$ cat src/rtl/mvm_seq_ctrl_if.sv
// Job, buffer-read and engine handshake bundle for the matrix-vector sequencer.
// The controller takes the slave view; the job host / engine side takes master.
interface mvm_seq_ctrl_if #(
  parameter int ADDR_W = 7
);
  logic              i_start;
  logic              i_abort;
  logic [ADDR_W:0]   i_num_vec;
  logic              o_rd_en;
  logic [ADDR_W-1:0] o_rd_addr;
  logic              o_clr_mvm;
  logic              o_start_mvm;
  logic              i_busy_mvm;
  logic              o_busy;
  logic [ADDR_W:0]   o_vec_idx;
  logic              o_done_valid;
  logic              i_done_ready;
  logic              o_err;

  modport slave (
    input  i_start, i_abort, i_num_vec, i_busy_mvm, i_done_ready,
    output o_rd_en, o_rd_addr, o_clr_mvm, o_start_mvm, o_busy,
           o_vec_idx, o_done_valid, o_err
  );

  modport master (
    output i_start, i_abort, i_num_vec, i_busy_mvm, i_done_ready,
    input  o_rd_en, o_rd_addr, o_clr_mvm, o_start_mvm, o_busy,
           o_vec_idx, o_done_valid, o_err
  );
endinterface

$ cat src/rtl/mvm_seq_ctrl.sv
// Sequences a matrix-vector job: clear accumulator, then per vector fetch,
// start the engine and wait out its busy pulse, with a per-operation watchdog.
module mvm_seq_ctrl #(
  parameter int NUM_VECTOR = 128,
  parameter int ADDR_W     = 7,
  parameter int TIMEOUT    = 1024
) (
  input  logic           i_clk_mvmSeqCtrl,
  input  logic           i_rst_mvmSeqCtrl,
  mvm_seq_ctrl_if.slave  bus
);

  localparam int WD_W = $clog2(TIMEOUT + 1);
  // The start cycle counts toward the budget, so the final wait cycle allowed
  // is the one where the counter (cleared in START) reads TIMEOUT-2.
  localparam logic [WD_W-1:0]   WD_LAST = WD_W'(TIMEOUT - 2);
  localparam logic [ADDR_W:0]   NUM_MAX = (ADDR_W + 1)'(NUM_VECTOR);
  localparam logic [ADDR_W:0]   ONE     = (ADDR_W + 1)'(1);

  typedef enum logic [2:0] {
    IDLE, CLR, FETCH, LOAD, START, WAIT_HI, WAIT_LO, DONE
  } state_t;

  state_t            state, nxt;
  logic [ADDR_W:0]   num, idx, num_in;
  logic [WD_W-1:0]   wd;
  logic              err;
  logic              accept, idx_inc, wd_clr, wd_inc, err_set;

  always_ff @(posedge i_clk_mvmSeqCtrl or posedge i_rst_mvmSeqCtrl) begin
    if (i_rst_mvmSeqCtrl) state <= IDLE;
    else                  state <= nxt;
  end

  always_comb begin
    nxt     = state;
    accept  = 1'b0;
    idx_inc = 1'b0;
    wd_clr  = 1'b0;
    wd_inc  = 1'b0;
    err_set = 1'b0;
    num_in  = (bus.i_num_vec > NUM_MAX) ? NUM_MAX : bus.i_num_vec;
    if (state != IDLE && bus.i_abort) begin
      nxt = IDLE;
    end else begin
      case (state)
        IDLE: begin
          if (bus.i_start && !bus.i_abort) begin
            accept = 1'b1;
            nxt    = (num_in == '0) ? DONE : CLR;
          end
        end
        CLR:   nxt = FETCH;
        FETCH: nxt = LOAD;
        LOAD:  nxt = START;
        START: begin
          wd_clr = 1'b1;
          nxt    = WAIT_HI;
        end
        WAIT_HI: begin
          wd_inc = 1'b1;
          if (wd == WD_LAST) begin
            err_set = 1'b1;
            nxt     = DONE;
          end else if (bus.i_busy_mvm) begin
            nxt = WAIT_LO;
          end
        end
        WAIT_LO: begin
          wd_inc = 1'b1;
          if (wd == WD_LAST) begin
            err_set = 1'b1;
            nxt     = DONE;
          end else if (!bus.i_busy_mvm) begin
            if (idx == num - ONE) begin
              nxt = DONE;
            end else begin
              idx_inc = 1'b1;
              nxt     = FETCH;
            end
          end
        end
        DONE:    if (bus.i_done_ready) nxt = IDLE;
        default: nxt = IDLE;
      endcase
    end
  end

  always_ff @(posedge i_clk_mvmSeqCtrl or posedge i_rst_mvmSeqCtrl) begin
    if (i_rst_mvmSeqCtrl) begin
      num <= '0;
      idx <= '0;
      wd  <= '0;
      err <= 1'b0;
    end else begin
      if (accept) begin
        num <= num_in;
        idx <= '0;
        err <= 1'b0;
      end else if (idx_inc) begin
        idx <= idx + ONE;
      end
      if (wd_clr)      wd <= '0;
      else if (wd_inc) wd <= wd + WD_W'(1);
      if (err_set) err <= 1'b1;
    end
  end

  // Strobes are pure state decodes; abort/reset reach them only via the state.
  assign bus.o_clr_mvm    = (state == CLR);
  assign bus.o_rd_en      = (state == FETCH);
  assign bus.o_start_mvm  = (state == START);
  assign bus.o_done_valid = (state == DONE);
  assign bus.o_busy       = (state != IDLE);
  assign bus.o_rd_addr    = idx[ADDR_W-1:0];
  assign bus.o_vec_idx    = idx;
  assign bus.o_err        = err;

endmodule

$ cat src/flat_wrapper.sv
// flat-port wrapper written by rule: the top's interface ports become plain ports
module mvm_seq_ctrl_flat 
#(
  parameter int NUM_VECTOR = 128,
  parameter int ADDR_W     = 7,
  parameter int TIMEOUT    = 1024
)
  (i_clk_mvmSeqCtrl, i_rst_mvmSeqCtrl, bus_i_start, bus_i_abort, bus_i_num_vec, bus_i_busy_mvm, bus_i_done_ready, bus_o_rd_en, bus_o_rd_addr, bus_o_clr_mvm, bus_o_start_mvm, bus_o_busy, bus_o_vec_idx, bus_o_done_valid, bus_o_err);
  mvm_seq_ctrl_if #(.ADDR_W(ADDR_W)) bus_i ();
  input  logic i_clk_mvmSeqCtrl;
  input  logic i_rst_mvmSeqCtrl;
  input wire logic [$bits(bus_i.i_start)-1:0] bus_i_start;
  input wire logic [$bits(bus_i.i_abort)-1:0] bus_i_abort;
  input wire logic [$bits(bus_i.i_num_vec)-1:0] bus_i_num_vec;
  input wire logic [$bits(bus_i.i_busy_mvm)-1:0] bus_i_busy_mvm;
  input wire logic [$bits(bus_i.i_done_ready)-1:0] bus_i_done_ready;
  output wire logic [$bits(bus_i.o_rd_en)-1:0] bus_o_rd_en;
  output wire logic [$bits(bus_i.o_rd_addr)-1:0] bus_o_rd_addr;
  output wire logic [$bits(bus_i.o_clr_mvm)-1:0] bus_o_clr_mvm;
  output wire logic [$bits(bus_i.o_start_mvm)-1:0] bus_o_start_mvm;
  output wire logic [$bits(bus_i.o_busy)-1:0] bus_o_busy;
  output wire logic [$bits(bus_i.o_vec_idx)-1:0] bus_o_vec_idx;
  output wire logic [$bits(bus_i.o_done_valid)-1:0] bus_o_done_valid;
  output wire logic [$bits(bus_i.o_err)-1:0] bus_o_err;
  assign bus_i.i_start = bus_i_start;
  assign bus_i.i_abort = bus_i_abort;
  assign bus_i.i_num_vec = bus_i_num_vec;
  assign bus_i.i_busy_mvm = bus_i_busy_mvm;
  assign bus_i.i_done_ready = bus_i_done_ready;
  assign bus_o_rd_en = bus_i.o_rd_en;
  assign bus_o_rd_addr = bus_i.o_rd_addr;
  assign bus_o_clr_mvm = bus_i.o_clr_mvm;
  assign bus_o_start_mvm = bus_i.o_start_mvm;
  assign bus_o_busy = bus_i.o_busy;
  assign bus_o_vec_idx = bus_i.o_vec_idx;
  assign bus_o_done_valid = bus_i.o_done_valid;
  assign bus_o_err = bus_i.o_err;
  mvm_seq_ctrl #(.NUM_VECTOR(NUM_VECTOR), .ADDR_W(ADDR_W), .TIMEOUT(TIMEOUT)) u_core (.i_clk_mvmSeqCtrl(i_clk_mvmSeqCtrl), .i_rst_mvmSeqCtrl(i_rst_mvmSeqCtrl), .bus(bus_i));
endmodule
$ cat config.mk
export PLATFORM = sky130hd
export DESIGN_NAME = mvm_seq_ctrl_flat
export DESIGN_NICKNAME = d
export VERILOG_FILES = /design/src/rtl/mvm_seq_ctrl_if.sv /design/src/rtl/mvm_seq_ctrl.sv /design/src/flat_wrapper.sv
export SDC_FILE = /design/constraint.sdc
export NUM_CORES = 1
export LEC_CHECK = 0
export CAP_MARGIN = 20
export CORE_ASPECT_RATIO = 0.6
export CORE_MARGIN = 10
export CORE_UTILIZATION = 39
export CTS_CLUSTER_SIZE = 28
export DETAILED_ROUTE_END_ITERATION = 12
export GPL_ROUTABILITY_DRIVEN = 0
export PLACE_DENSITY_LB_ADDON = 0.15
export SYNTH_ARGS = -nofsm -noshare
export SYNTH_HDL_FRONTEND = slang
export SYNTH_SLANG_ARGS = --single-unit
$ cat constraint.sdc
create_clock -name i_clk_mvmSeqCtrl -period 4.93 [get_ports i_clk_mvmSeqCtrl]
set_input_delay 1.479 -clock i_clk_mvmSeqCtrl [delete_from_list [all_inputs] [get_ports i_clk_mvmSeqCtrl]]
set_output_delay 1.479 -clock i_clk_mvmSeqCtrl [all_outputs]
set_load 0.03 [all_outputs]
==> impl_metrics.env <==
export IMPL_status="complete, no violations"
export IMPL_crit_chain="inv_1 -> ha_1 -> nor2b_1 -> clkdlybuf4s50_1"
export IMPL_grt_ovfl_total=0
export IMPL_crit_type="reg -> out"
export IMPL_hold_path_class="reg -> reg"
export IMPL_clockBufferDepth=2
export IMPL_synth_top_flop_cell="dfrtp_1"
export IMPL_synth_simple_area_share_pct=27.4
export IMPL_detail_route_antenna_nets=0
export IMPL_drt_vias_per_instance=5.12
export IMPL_crit_slowest_cell="clkdlybuf4s50_1"
export IMPL_cp_arrival_ns=1.97
export IMPL_cts_buffers=5
export IMPL_finalPower_uw=1080
export IMPL_antenna_found_initial=0
export IMPL_boundaryPins=35
export IMPL_grt_usage_pct=11.5
export IMPL_num_rows=20
export IMPL_grt_pass1_wl_um=7940
export IMPL_final_max_slew_viol_count=0
export IMPL_synth_edff_count=0
export IMPL_ctsResizeCount=0
export IMPL_die_w_um=113
export IMPL_critPathCaptureType="output port"
export IMPL_first_global_vias=1570
export IMPL_num_vias=1618
export IMPL_worst_setup_path_start_kind="flip-flop"
export IMPL_tightest_slew_ns=0.816
export IMPL_io_buffers=34
export IMPL_postSynthCellCount=220
export IMPL_dpl_hpwl_um=3530
export IMPL_die_area_um2=8570
export IMPL_synth_area_leader_cell="dfrtp_1"
export IMPL_synthAdderAreaFrac_pct=4.94
export IMPL_muxShareOfSynthArea_pct=2.96
export IMPL_synth_top_family_by_area="simple AND/OR/NAND/NOR gates"
export IMPL_syn_area_um2=2030
export IMPL_synthDistinctLibCells=49
export IMPL_fin_hold_ws_ns=0.506
export IMPL_ys_seq_area_share_pct=38.3
export IMPL_grt_max_degree=32
export IMPL_cts_max_level=2
export IMPL_async_reset_ff_share_pct=100
export IMPL_drive_gt1_share_pct=7.60
export IMPL_synth_top_area_share_pct=38.3
export IMPL_fin_crit_sh_pct=70.0
export IMPL_place_area_um2=2370
export IMPL_drtPass1Iterations=4
export IMPL_r2r_cells=9
export IMPL_clock_skew_ns=0.00627
export IMPL_synth_top_cells_by_area="dfrtp_1 (38%), ha_1 (4.9%), nand2_1 (4.8%), xor2_1 (4.8%), nand2b_1 (3.1%)"
export IMPL_required_ns=3.45
export IMPL_hold_viol_final=0
export IMPL_initial_utilization_pct=40.1
export IMPL_fp_dieH_um=75.8
export IMPL_synth_xor_area_share_pct=6.92
export IMPL_max_stage_delay_ns=0.71
export IMPL_ir_worst_vdd_mv=0.199
export IMPL_area_growth_pct=20.9
export IMPL_synth_compound_area_share_pct=13.5
export IMPL_pwr_density_cell_nw_per_um2=442
export IMPL_final_cell_area_um2=2450
export IMPL_wl_per_cell_um=15.0
export IMPL_drt_iter0_drc=61
export IMPL_synth_seq_cells=31
export IMPL_fin_util_pct=48.4
export IMPL_clk_latency_ns=0.29
export IMPL_diodes=0
export IMPL_synth_avg_cell_area_um2=9.21
export IMPL_crit_fanout=6
export IMPL_root_buffer="clkbuf_8"
export IMPL_period_minus_slack_ns=3.45
export IMPL_leakage_uw=0.00106
export IMPL_fmax_ghz=0.290
export IMPL_core_um2=5050
export IMPL_wl_um=4730
export IMPL_endpoint="bus_o_rd_en"
export IMPL_setup_viol=0
export IMPL_synth_fp_nets=242
export IMPL_cap_violations=0
export IMPL_cts_sinks=31
export IMPL_final_cell_mix="clkdlybuf4s50_1 (34), dfrtp_1 (31), nand2_1 (26)"
export IMPL_ys_warnings_count=0
export IMPL_fin_tns_setup_ns=0
export IMPL_nets=271
export IMPL_hold_buffers=0
export IMPL_final_common_cell="clkdlybuf4s50_1"
export IMPL_relSlewSlack_pct=45.5
export IMPL_cts_tree="built"
export IMPL_clk_pin_slew_worst_paths_ns=0.07
export IMPL_timing_rr_end="u_core.state[0]"
export IMPL_postCtsSetupBuffers=0
export IMPL_rsz0062_at_grt="false"
export IMPL_regToRegSetupSlack_ns=2.37
export IMPL_drc=0
export IMPL_cp_startpoint="u_core.state[0]"
export IMPL_final_fill_count=497
export IMPL_r2r_start="u_core.num[0]"
critical path: cells and delay by family (launching register included):
kind / cells / cell delay [ns]
adder cells (fa/ha/maj): 1 / 0.26
buffers and inverters: 2 / 0.80
flip-flops: 1 / 0.41
AND/OR/NAND/NOR: 1 / 0.22
cells by family (layout without fill, tap and decap cells):
group,count (synthesis),after routing
buf+inv,22,52
fa+ha+maj,8,8
flops,31,31
xor+xnor,16,16
mux,6,6
simple gates,97,97
compound gates,40,40
synth_stat cells (all sizes together) (2+ instances only):
cell type / count
a211oi: 3
a21oi: 5
a31o: 2
a31oi: 2
and2: 3
and3: 3
buf: 9
clkbuf: 4
dfrtp: 31
ha: 8
inv: 9
mux2i: 6
nand2: 26
nand2b: 10
nand3: 2
nand3b: 3
nand4: 10
nor2: 15
nor2b: 8
nor3: 4
nor4: 5
o21ai: 17
or2b: 2
or3: 4
xnor2: 5
xor2: 11
metal layers:
layer,up-vias,track usage [%],part of all wire [%]
met5,-,0,0
met4,0,2.94,0.51
met3,5,4.48,7.8
met2,42,14.6,37
met1,745,17.0,55
li1,826,-,-
per-stage QoR:
stage | setup slack [ns] | cells
3_5_place_dp | 1.42 | 308
5_1_grt | 1.35 | 316
6_report | 1.48 | 316
2_1_floorplan | 2.18 | 220
4_1_cts | 1.46 | 316
3_3_place_gp | 1.52 | 308
power breakdown:
group	switching, uW	internal (uW)	total, uW
sequential	90.4	308	398
clock	99.6	99.1	199
combinational	263	221	485
how the worst min path moves through the flow:
stage	from	to	slack (ns)	depth (start not counted)
final	u_core.bus.o_err	u_core.bus.o_err	0.51	1
after global routing	u_core.bus.o_err	u_core.bus.o_err	0.52	1
after CTS	u_core.bus.o_err	u_core.bus.o_err	0.52	1
after detailed placement	u_core.bus.o_err	u_core.bus.o_err	0.50	1
after global placement	u_core.bus.o_err	u_core.bus.o_err	0.50	1
after floorplan	u_core.num[7]	u_core.num[7]	0.47	2
registers in the layout, indices dropped and copies added, names as in the netlist:
name / flops
u_core.wd: 11
u_core.bus.o_vec_idx: 8
u_core.bus.o_err: 1
u_core.state: 3
u_core.num: 8
cell type report:
| class | count | area (um2) | share of cell area [%] |
|---|---|---|---|
| sequential | 31 | 776 | 31.7 |
| tap | 66 | 82.6 | 3.37 |
| multi-input combinational | 167 | 1130 | 46.0 |
| clock inverter | 1 | 5.00 | 0.204 |
| inverter | 9 | 33.8 | 1.38 |
| timing repair buffer | 35 | 348 | 14.2 |
| clock buffer | 7 | 76.3 | 3.12 |
(Power assumes the default switching activity.)
